`src/rtl/mmio_host_seq_if.sv`:
```
// Byte-wide MMIO bus between the host sequencer (master) and the coprocessor
// register shadow (slave); rdata is combinational from the slave during cs&&rd.
interface mmio_host_seq_if;
    logic       cs;
    logic       rd;
    logic       wr;
    logic [7:0] addr;
    logic [7:0] wdata;
    logic [7:0] rdata;

    modport master (output cs, rd, wr, addr, wdata, input rdata);
    modport slave  (input cs, rd, wr, addr, wdata, output rdata);
endinterface

```
`src/rtl/mmio_host_seq.sv`:
```
// Bus-initiator sequencer: turns one compute request into the MMIO write sequence,
// polls STATUS.valid with a timeout, reads G and returns it on a ready/valid port.
module mmio_host_seq #(
    parameter int START_GAP = 2,
    parameter int TIMEOUT   = 1024
) (
    input  logic            clk,
    input  logic            rst_n,
    input  logic            req_valid,
    output logic            req_ready,
    input  logic [7:0]      req_T,
    input  logic [7:0]      req_dT,
    input  logic            req_reg_mode,
    input  logic            req_dt_mode,
    input  logic            req_init,
    input  logic            req_load_thr,
    output logic [4:0]      thr_idx,
    input  logic [7:0]      thr_data,
    output logic            rsp_valid,
    input  logic            rsp_ready,
    output logic [7:0]      rsp_G,
    output logic            rsp_timeout,
    mmio_host_seq_if.master bus
);
    localparam int            CW       = $clog2(TIMEOUT + 1);
    localparam logic [CW-1:0] GAP_END  = CW'(START_GAP + 1);
    localparam logic [CW-1:0] CNT_MAX  = CW'(TIMEOUT);
    localparam logic [CW-1:0] CNT_ONE  = CW'(1);
    localparam logic [4:0]    THR_LAST = 5'd23;

    typedef enum logic [3:0] {
        S_IDLE  = 4'd0,
        S_INIT  = 4'd1,
        S_THR   = 4'd2,
        S_MODE  = 4'd3,
        S_WT    = 4'd4,
        S_WDT   = 4'd5,
        S_START = 4'd6,
        S_GAP   = 4'd7,
        S_POLL  = 4'd8,
        S_READG = 4'd9,
        S_RESP  = 4'd10
    } state_t;

    state_t        state_r;
    state_t        next_state_s;
    logic [7:0]    t_r;
    logic [7:0]    dt_r;
    logic          reg_mode_r;
    logic          dt_mode_r;
    logic          load_thr_r;
    logic [4:0]    thr_idx_r;
    logic [4:0]    thr_idx_s;
    logic [CW-1:0] cnt_r;
    logic [CW-1:0] cnt_s;
    logic          cs_r;
    logic          rd_r;
    logic          wr_r;
    logic [7:0]    addr_r;
    logic [7:0]    wdata_r;
    logic          cs_s;
    logic          rd_s;
    logic          wr_s;
    logic [7:0]    addr_s;
    logic [7:0]    wdata_s;
    logic          ready_r;
    logic          rsp_valid_r;
    logic          rsp_timeout_r;
    logic [7:0]    rsp_g_r;
    logic          req_fire_s;
    logic          f_reg_s;
    logic          f_dtm_s;

    // Mode bits are needed by the very first write, which is built in the accept cycle.
    assign req_fire_s = req_valid && ready_r;
    assign f_reg_s    = req_fire_s ? req_reg_mode : reg_mode_r;
    assign f_dtm_s    = req_fire_s ? req_dt_mode  : dt_mode_r;

    assign req_ready   = ready_r;
    assign rsp_valid   = rsp_valid_r;
    assign rsp_G       = rsp_g_r;
    assign rsp_timeout = rsp_timeout_r;
    assign thr_idx     = thr_idx_r;
    assign bus.cs      = cs_r;
    assign bus.rd      = rd_r;
    assign bus.wr      = wr_r;
    assign bus.addr    = addr_r;
    assign bus.wdata   = wdata_r;

    // Next-state decode.
    // thr_idx runs one ahead of the bus so thr_data can be registered into wdata;
    // it wraps to 0 while the last threshold write is on the bus.
    always_comb begin
        next_state_s = state_r;
        case (state_r)
            S_IDLE: begin
                if (req_fire_s) begin
                    if (req_init) begin
                        next_state_s = S_INIT;
                    end else if (req_load_thr) begin
                        next_state_s = S_THR;
                    end else begin
                        next_state_s = S_MODE;
                    end
                end else begin
                    next_state_s = S_IDLE;
                end
            end
            S_INIT:  next_state_s = load_thr_r ? S_THR : S_MODE;
            S_THR:   next_state_s = (thr_idx_r == 5'd0) ? S_MODE : S_THR;
            S_MODE:  next_state_s = S_WT;
            S_WT:    next_state_s = dt_mode_r ? S_START : S_WDT;
            S_WDT:   next_state_s = S_START;
            S_START: next_state_s = S_GAP;
            S_GAP:   next_state_s = (cnt_r == GAP_END) ? S_POLL : S_GAP;
            S_POLL: begin
                if (bus.rdata[0]) begin
                    next_state_s = S_READG;
                end else if (cnt_r >= CNT_MAX) begin
                    next_state_s = S_RESP;
                end else begin
                    next_state_s = S_POLL;
                end
            end
            S_READG: next_state_s = S_RESP;
            S_RESP:  next_state_s = rsp_ready ? S_IDLE : S_RESP;
            default: next_state_s = S_IDLE;
        endcase
    end

    // Bus access for the state being entered, so strobes leave a register.
    always_comb begin
        cs_s      = 1'b0;
        rd_s      = 1'b0;
        wr_s      = 1'b0;
        addr_s    = 8'h00;
        wdata_s   = 8'h00;
        thr_idx_s = 5'd0;
        case (next_state_s)
            S_INIT: begin
                cs_s    = 1'b1;
                wr_s    = 1'b1;
                addr_s  = 8'h01;
                wdata_s = {4'b0000, 1'b1, f_dtm_s, f_reg_s, 1'b0};
            end
            S_THR: begin
                cs_s      = 1'b1;
                wr_s      = 1'b1;
                addr_s    = 8'h10 + {3'b000, thr_idx_r};
                wdata_s   = thr_data;
                thr_idx_s = (thr_idx_r == THR_LAST) ? 5'd0 : (thr_idx_r + 5'd1);
            end
            S_MODE: begin
                cs_s    = 1'b1;
                wr_s    = 1'b1;
                addr_s  = 8'h01;
                wdata_s = {5'b00000, f_dtm_s, f_reg_s, 1'b0};
            end
            S_WT: begin
                cs_s    = 1'b1;
                wr_s    = 1'b1;
                addr_s  = 8'h02;
                wdata_s = t_r;
            end
            S_WDT: begin
                cs_s    = 1'b1;
                wr_s    = 1'b1;
                addr_s  = 8'h03;
                wdata_s = dt_r;
            end
            S_START: begin
                cs_s    = 1'b1;
                wr_s    = 1'b1;
                addr_s  = 8'h01;
                wdata_s = {5'b00000, dt_mode_r, reg_mode_r, 1'b1};
            end
            S_POLL: begin
                cs_s   = 1'b1;
                rd_s   = 1'b1;
                addr_s = 8'h00;
            end
            S_READG: begin
                cs_s   = 1'b1;
                rd_s   = 1'b1;
                addr_s = 8'h04;
            end
            default: cs_s = 1'b0;
        endcase
    end

    // Cycle counter from the START write; saturates at TIMEOUT.
    always_comb begin
        if (next_state_s == S_START) begin
            cnt_s = CNT_ONE;
        end else if (((state_r == S_START) || (state_r == S_GAP) || (state_r == S_POLL))
                     && (cnt_r != CNT_MAX)) begin
            cnt_s = cnt_r + CNT_ONE;
        end else begin
            cnt_s = cnt_r;
        end
    end

    // State, bus and handshake registers.
    always_ff @(posedge clk or negedge rst_n) begin
        if (!rst_n) begin
            state_r     <= S_IDLE;
            cs_r        <= 1'b0;
            rd_r        <= 1'b0;
            wr_r        <= 1'b0;
            addr_r      <= 8'h00;
            wdata_r     <= 8'h00;
            thr_idx_r   <= 5'd0;
            cnt_r       <= '0;
            ready_r     <= 1'b1;
            rsp_valid_r <= 1'b0;
        end else begin
            state_r     <= next_state_s;
            cs_r        <= cs_s;
            rd_r        <= rd_s;
            wr_r        <= wr_s;
            addr_r      <= addr_s;
            wdata_r     <= wdata_s;
            thr_idx_r   <= thr_idx_s;
            cnt_r       <= cnt_s;
            ready_r     <= (next_state_s == S_IDLE);
            rsp_valid_r <= (next_state_s == S_RESP);
        end
    end

    // Request fields captured on acceptance.
    always_ff @(posedge clk or negedge rst_n) begin
        if (!rst_n) begin
            t_r        <= 8'h00;
            dt_r       <= 8'h00;
            reg_mode_r <= 1'b0;
            dt_mode_r  <= 1'b0;
            load_thr_r <= 1'b0;
        end else if (req_fire_s) begin
            t_r        <= req_T;
            dt_r       <= req_dT;
            reg_mode_r <= req_reg_mode;
            dt_mode_r  <= req_dt_mode;
            load_thr_r <= req_load_thr;
        end else begin
            t_r        <= t_r;
            dt_r       <= dt_r;
            reg_mode_r <= reg_mode_r;
            dt_mode_r  <= dt_mode_r;
            load_thr_r <= load_thr_r;
        end
    end

    // Result capture: G from the 0x04 read, or zero with the timeout flag.
    always_ff @(posedge clk or negedge rst_n) begin
        if (!rst_n) begin
            rsp_g_r       <= 8'h00;
            rsp_timeout_r <= 1'b0;
        end else if (state_r == S_READG) begin
            rsp_g_r       <= bus.rdata;
            rsp_timeout_r <= 1'b0;
        end else if ((state_r == S_POLL) && (next_state_s == S_RESP)) begin
            rsp_g_r       <= 8'h00;
            rsp_timeout_r <= 1'b1;
        end else begin
            rsp_g_r       <= rsp_g_r;
            rsp_timeout_r <= rsp_timeout_r;
        end
    end
endmodule

```
`src/flat_wrapper.sv`:
```
// flat-port wrapper written by rule: the top's interface ports become plain ports
module mmio_host_seq_flat 
#(
    parameter int START_GAP = 2,
    parameter int TIMEOUT   = 1024
)
  (clk, rst_n, req_valid, req_ready, req_T, req_dT, req_reg_mode, req_dt_mode, req_init, req_load_thr, thr_idx, thr_data, rsp_valid, rsp_ready, rsp_G, rsp_timeout, bus_cs, bus_rd, bus_wr, bus_addr, bus_wdata, bus_rdata);
  mmio_host_seq_if bus_i ();
  input  logic clk;
  input  logic rst_n;
  input  logic req_valid;
  output logic req_ready;
  input  logic [7:0] req_T;
  input  logic [7:0] req_dT;
  input  logic req_reg_mode;
  input  logic req_dt_mode;
  input  logic req_init;
  input  logic req_load_thr;
  output logic [4:0] thr_idx;
  input  logic [7:0] thr_data;
  output logic rsp_valid;
  input  logic rsp_ready;
  output logic [7:0] rsp_G;
  output logic rsp_timeout;
  output wire logic [$bits(bus_i.cs)-1:0] bus_cs;
  output wire logic [$bits(bus_i.rd)-1:0] bus_rd;
  output wire logic [$bits(bus_i.wr)-1:0] bus_wr;
  output wire logic [$bits(bus_i.addr)-1:0] bus_addr;
  output wire logic [$bits(bus_i.wdata)-1:0] bus_wdata;
  input wire logic [$bits(bus_i.rdata)-1:0] bus_rdata;
  assign bus_cs = bus_i.cs;
  assign bus_rd = bus_i.rd;
  assign bus_wr = bus_i.wr;
  assign bus_addr = bus_i.addr;
  assign bus_wdata = bus_i.wdata;
  assign bus_i.rdata = bus_rdata;
  mmio_host_seq #(.START_GAP(START_GAP), .TIMEOUT(TIMEOUT)) u_core (.clk(clk), .rst_n(rst_n), .req_valid(req_valid), .req_ready(req_ready), .req_T(req_T), .req_dT(req_dT), .req_reg_mode(req_reg_mode), .req_dt_mode(req_dt_mode), .req_init(req_init), .req_load_thr(req_load_thr), .thr_idx(thr_idx), .thr_data(thr_data), .rsp_valid(rsp_valid), .rsp_ready(rsp_ready), .rsp_G(rsp_G), .rsp_timeout(rsp_timeout), .bus(bus_i));
endmodule
```
`config.mk`:
```
export PLATFORM = sky130hd
export DESIGN_NAME = mmio_host_seq_flat
export DESIGN_NICKNAME = d
export VERILOG_FILES = /design/src/rtl/mmio_host_seq_if.sv /design/src/rtl/mmio_host_seq.sv /design/src/flat_wrapper.sv
export SDC_FILE = /design/constraint.sdc
export NUM_CORES = 1
export LEC_CHECK = 0
export ABC_AREA = 1
export ABC_CLOCK_PERIOD_IN_PS = 3700
export CORE_MARGIN = 2
export CORE_UTILIZATION = 54
export CTS_CLUSTER_DIAMETER = 60
export CTS_CLUSTER_SIZE = 8
export DETAILED_ROUTE_END_ITERATION = 12
export GPL_TIMING_DRIVEN = 0
export PLACE_DENSITY = 0.89
export SKIP_LAST_GASP = 1
export SLEW_MARGIN = 5
export SYNTH_ARGS = -nofsm -noshare
export SYNTH_HDL_FRONTEND = slang
export SYNTH_SLANG_ARGS = --single-unit
```
`constraint.sdc`:
```
create_clock -name clk -period 3.7 [get_ports clk]
set_clock_uncertainty 0.1 [all_clocks]
set_input_delay 0.74 -clock clk [delete_from_list [all_inputs] [get_ports clk]]
set_output_delay 0.74 -clock clk [all_outputs]
set_load 0.01 [all_outputs]
```
==> results by group <==
Clocking
  • Total CTS buffers: 9
  • Resized Gates After CTS: 0
  • Cts hold-fix bufs: 0
  • Root buf cell: clkbuf_8
  • H-Tree Depth: 3
  • Insertion delay to the later sink of the worst-skew pair: 350 ps
  • CTS sink count: 67
  • CTS tree: done
  • Postcts setup bufs: 0
  • Reg clk slew, reported paths: around 80 ps
  • Deepest clock path buffer count: 2

Cells and area
  • Nets: 543
  • Fin util: ~73%
  • Area growth syn-to-layout: 32.1%
  • Layout cells sized above 1: about a tenth
  • Antenna diode count: 0

Synth
  • Post-Syn Instances: roughly 420
  • Synth area leaders: dfrtp_1 51%, nand2_1 17%, nor2_1 6.1%, inv_1 4.5%, nand3_1 4.5%
  • Most common cell in the netlist: nand2_1
  • Post-synthesis sequential area ratio: about half
  • Synth cell count leaders: 145 x nand2_1, 66 x dfrtp_1, 53 x nor2_1
  • Mux share of post-synthesis cell area: 0%
  • Post-Synth Adder-Cell Area: between 1.5 and 2%
  • Compound-Gate Fraction of Synth Area: between 4 and 5%
  • Post-synthesis xor/xnor area fraction: under 10%
  • Yosys reg bits: 67
  • Post-synthesis area per instance: approximately 8 um2
  • Largest family of logic cells by synthesized area: simple AND/OR/NAND/NOR gates
  • Synth Warn #: 0
  • Number of enable flip-flop cells after synthesis: 0
  • Top_reg_cell synth: dfrtp_1
  • Synth area leader: dfrtp_1
  • Unique masters post-synth: 29
  • Synth Cell Area: 0.00326 mm2
  • Asr flop ratio synth: between 90% and 100%
  • Simple-gate share of the synthesized area: between 30% and 40%
  • Synth top area share: around half

Floorplanning
  • Total die area: about 0.0067 mm2
  • Num rows: 28
  • # IOs: 75
  • Die Wd: around 82 um
  • DIE HEIGHT: about 82 um
  • Core area: 0.00589 mm2
  • Initial Util: around 55%

Power
  • Pwr dens: 711 mW/mm2
  • Comb pwr share: around 41%
  • Max VDD drop: around 430 uV
  • Share of power burned in registers: between 30% and 40%
  • Internal Power: 1870 uW
  • Switch share: between 30% and 40%
  • Leak Pwr: around 0.0022 uW
  • Net Sw Power: roughly 1200 uW
  • Clk pwr share: a little under a quarter

STA
  • Worst hold slack: between 300 and 400 ps
  • RSZ-0062 raised after global routing: false
  • Part of the cycle the worst path needs: between 60% and 70%
  • Max Slew Vio Count: 0
  • Worst-Margin Slew: ~820 ps
  • Final hold viol count: 0
  • Setup violators final: 0
  • Final WS setup: 1440 ps
  • FMAX: ~440 MHz
  • Min Tclk post-route: roughly 2300 ps
  • Post-Route Setup TNS: 0 ps
  • Rel. slew slack: a little under half

Routing
  • Final WL: 7730 um
  • Via Count: 3010
  • Detailed-route DRC error count: 0
  • Antenna-violating nets left: 0
  • DR WL/cell: roughly 13 um
  • Iteration-0 DRC count of the detailed router: 230
  • Via density: between 5 and 6
  • DRT Pass-1 Iters: 5

Placed design
  • Routability cong.: 0.899
  • DP HPWL: 5470 um
  • IO Port Bufs: between 70 and 80
  • Pre-CTS setup slack: ~1100 ps

Critical path
  • Critical path class: reg2out
  • Worst Path Arrival: roughly 1400 ps
  • Critical Path RT: roughly 2900 ps
  • Worst stage delay on the critical path: 590 ps
  • CP Max Fanout: 7
  • CP delay by family, top: buffers and inverters
  • WP buf/inv: 1
  • Crit path cell chain: clkdlybuf4s50_1
  • Reg2Reg Depth: 11
  • Stages on the worst setup path: 1
  • R2R Setup Slk: about 1600 ps
  • Crit path launch type: flip-flop
  • Crit-path slowest cell: clkdlybuf4s50_1
  • Worst Setup End Kind: output port

Run
  • Max_cap viols: 0

Hold path
  • Min-delay worst type: in2async

GRT
  • Largest net degree at the start of global routing: 68
  • Total grt overflow: 0
  • First-pass GRT wire length: ~13000 um
  • Vias in the first global route: 2869
  • Gr usage total: about a quarter
  • Initial antenna violation count: 0

Status
  • Status: finished clean
## cell usage in the layout (no fill, tap or decap), types with 8 or more instances in the layout
cell             Yosys  layout
nand2_1            145     145
clkdlybuf4s50_1      0      71
dfrtp_1             66      66
nor2_1              53      53
inv_1               39      39
nand3_1             29      29
o21ai_0             11      11
clkbuf_8             0      11
nor2_2               9       9
nand4_1              8       8
## layout make-up
class                      count  area [um2]
buffer                         9        52.6
fill                         436        1590
sequential                    67        1680
clock buffer                  12         155
inverter                      42         158
clock inverter                 4        72.6
timing repair buffer          72         718
multi-input combinational    298        1370
tap                           75        93.8
## final timing paths
path,start,endpoint
max,u_core.thr_idx[2]$_DFF_PN0_,thr_idx[2]
min,rst_n,u_core.state_r[1]$_DFF_PN0_
max reg2reg,u_core.thr_idx[0]$_DFF_PN0_,u_core.cnt_r[0]$_DFFE_PN0P_
min reg2reg,u_core.t_r[6]$_DFFE_PN0N_,u_core.t_r[6]$_DFFE_PN0N_
max in group asynchronous,rst_n,u_core.rsp_G[4]$_DFFE_PN0P_
min in group clk,u_core.t_r[6]$_DFFE_PN0N_,u_core.t_r[6]$_DFFE_PN0N_
## flip-flops by register name, indices dropped and copies added, names as in the netlist
| name | count |
|---|---|
| u_core.load_thr_r | 1 |
| u_core.bus.wr | 1 |
| u_core.bus.addr | 6 |
| u_core.bus.cs | 1 |
| u_core.cnt_r | 11 |
| u_core.bus.rd | 1 |
| u_core.rsp_timeout | 1 |
| u_core.thr_idx | 5 |
| u_core.t_r | 8 |
| u_core.dt_mode_r | 1 |
| u_core.rsp_valid | 1 |
| u_core.req_ready | 1 |
| u_core.bus.wdata | 8 |
| u_core.dt_r | 8 |
| u_core.state_r | 4 |
| u_core.reg_mode_r | 1 |
| u_core.rsp_G | 8 |
## through the flow
stage               area [um2]  power (uW)  std cells
floorplan                 3260        1900        416
global placement          4070        2300        563
detailed placement        4070        2350        563
CTS                       4300        3050        579
global route              4300        3280        579
finish                    4300        3060        579
## power groups by stage
stage	logic (uW)	registers, uW	clock network [uW]
detailed placement	1250	1100	0
CTS	1260	1090	699
floorplan	773	1120	0
global placement	1210	1090	0
finish	1270	1100	695
global route	1430	1120	729
## cell families (layout without fill, tap and decap cells)
family | count (synthesis) | count (layout)
simple gates | 264 | 264
flops | 67 | 67
buf+inv | 51 | 139
compound gates | 24 | 24
fa+ha+maj | 4 | 4
xor+xnor | 4 | 4
other cells | 1 | 2
## layer usage
metal  global-route usage, %  wire length [um]  vias to the layer above
met1                    31.3              3220                     1411
li1                        -                 -                     1460
met4                    13.3               179                        0
met5                       0                 0                        -
met3                    4.40               415                       17
met2                    42.8              3920                      122
(Power assumes the default switching activity.)
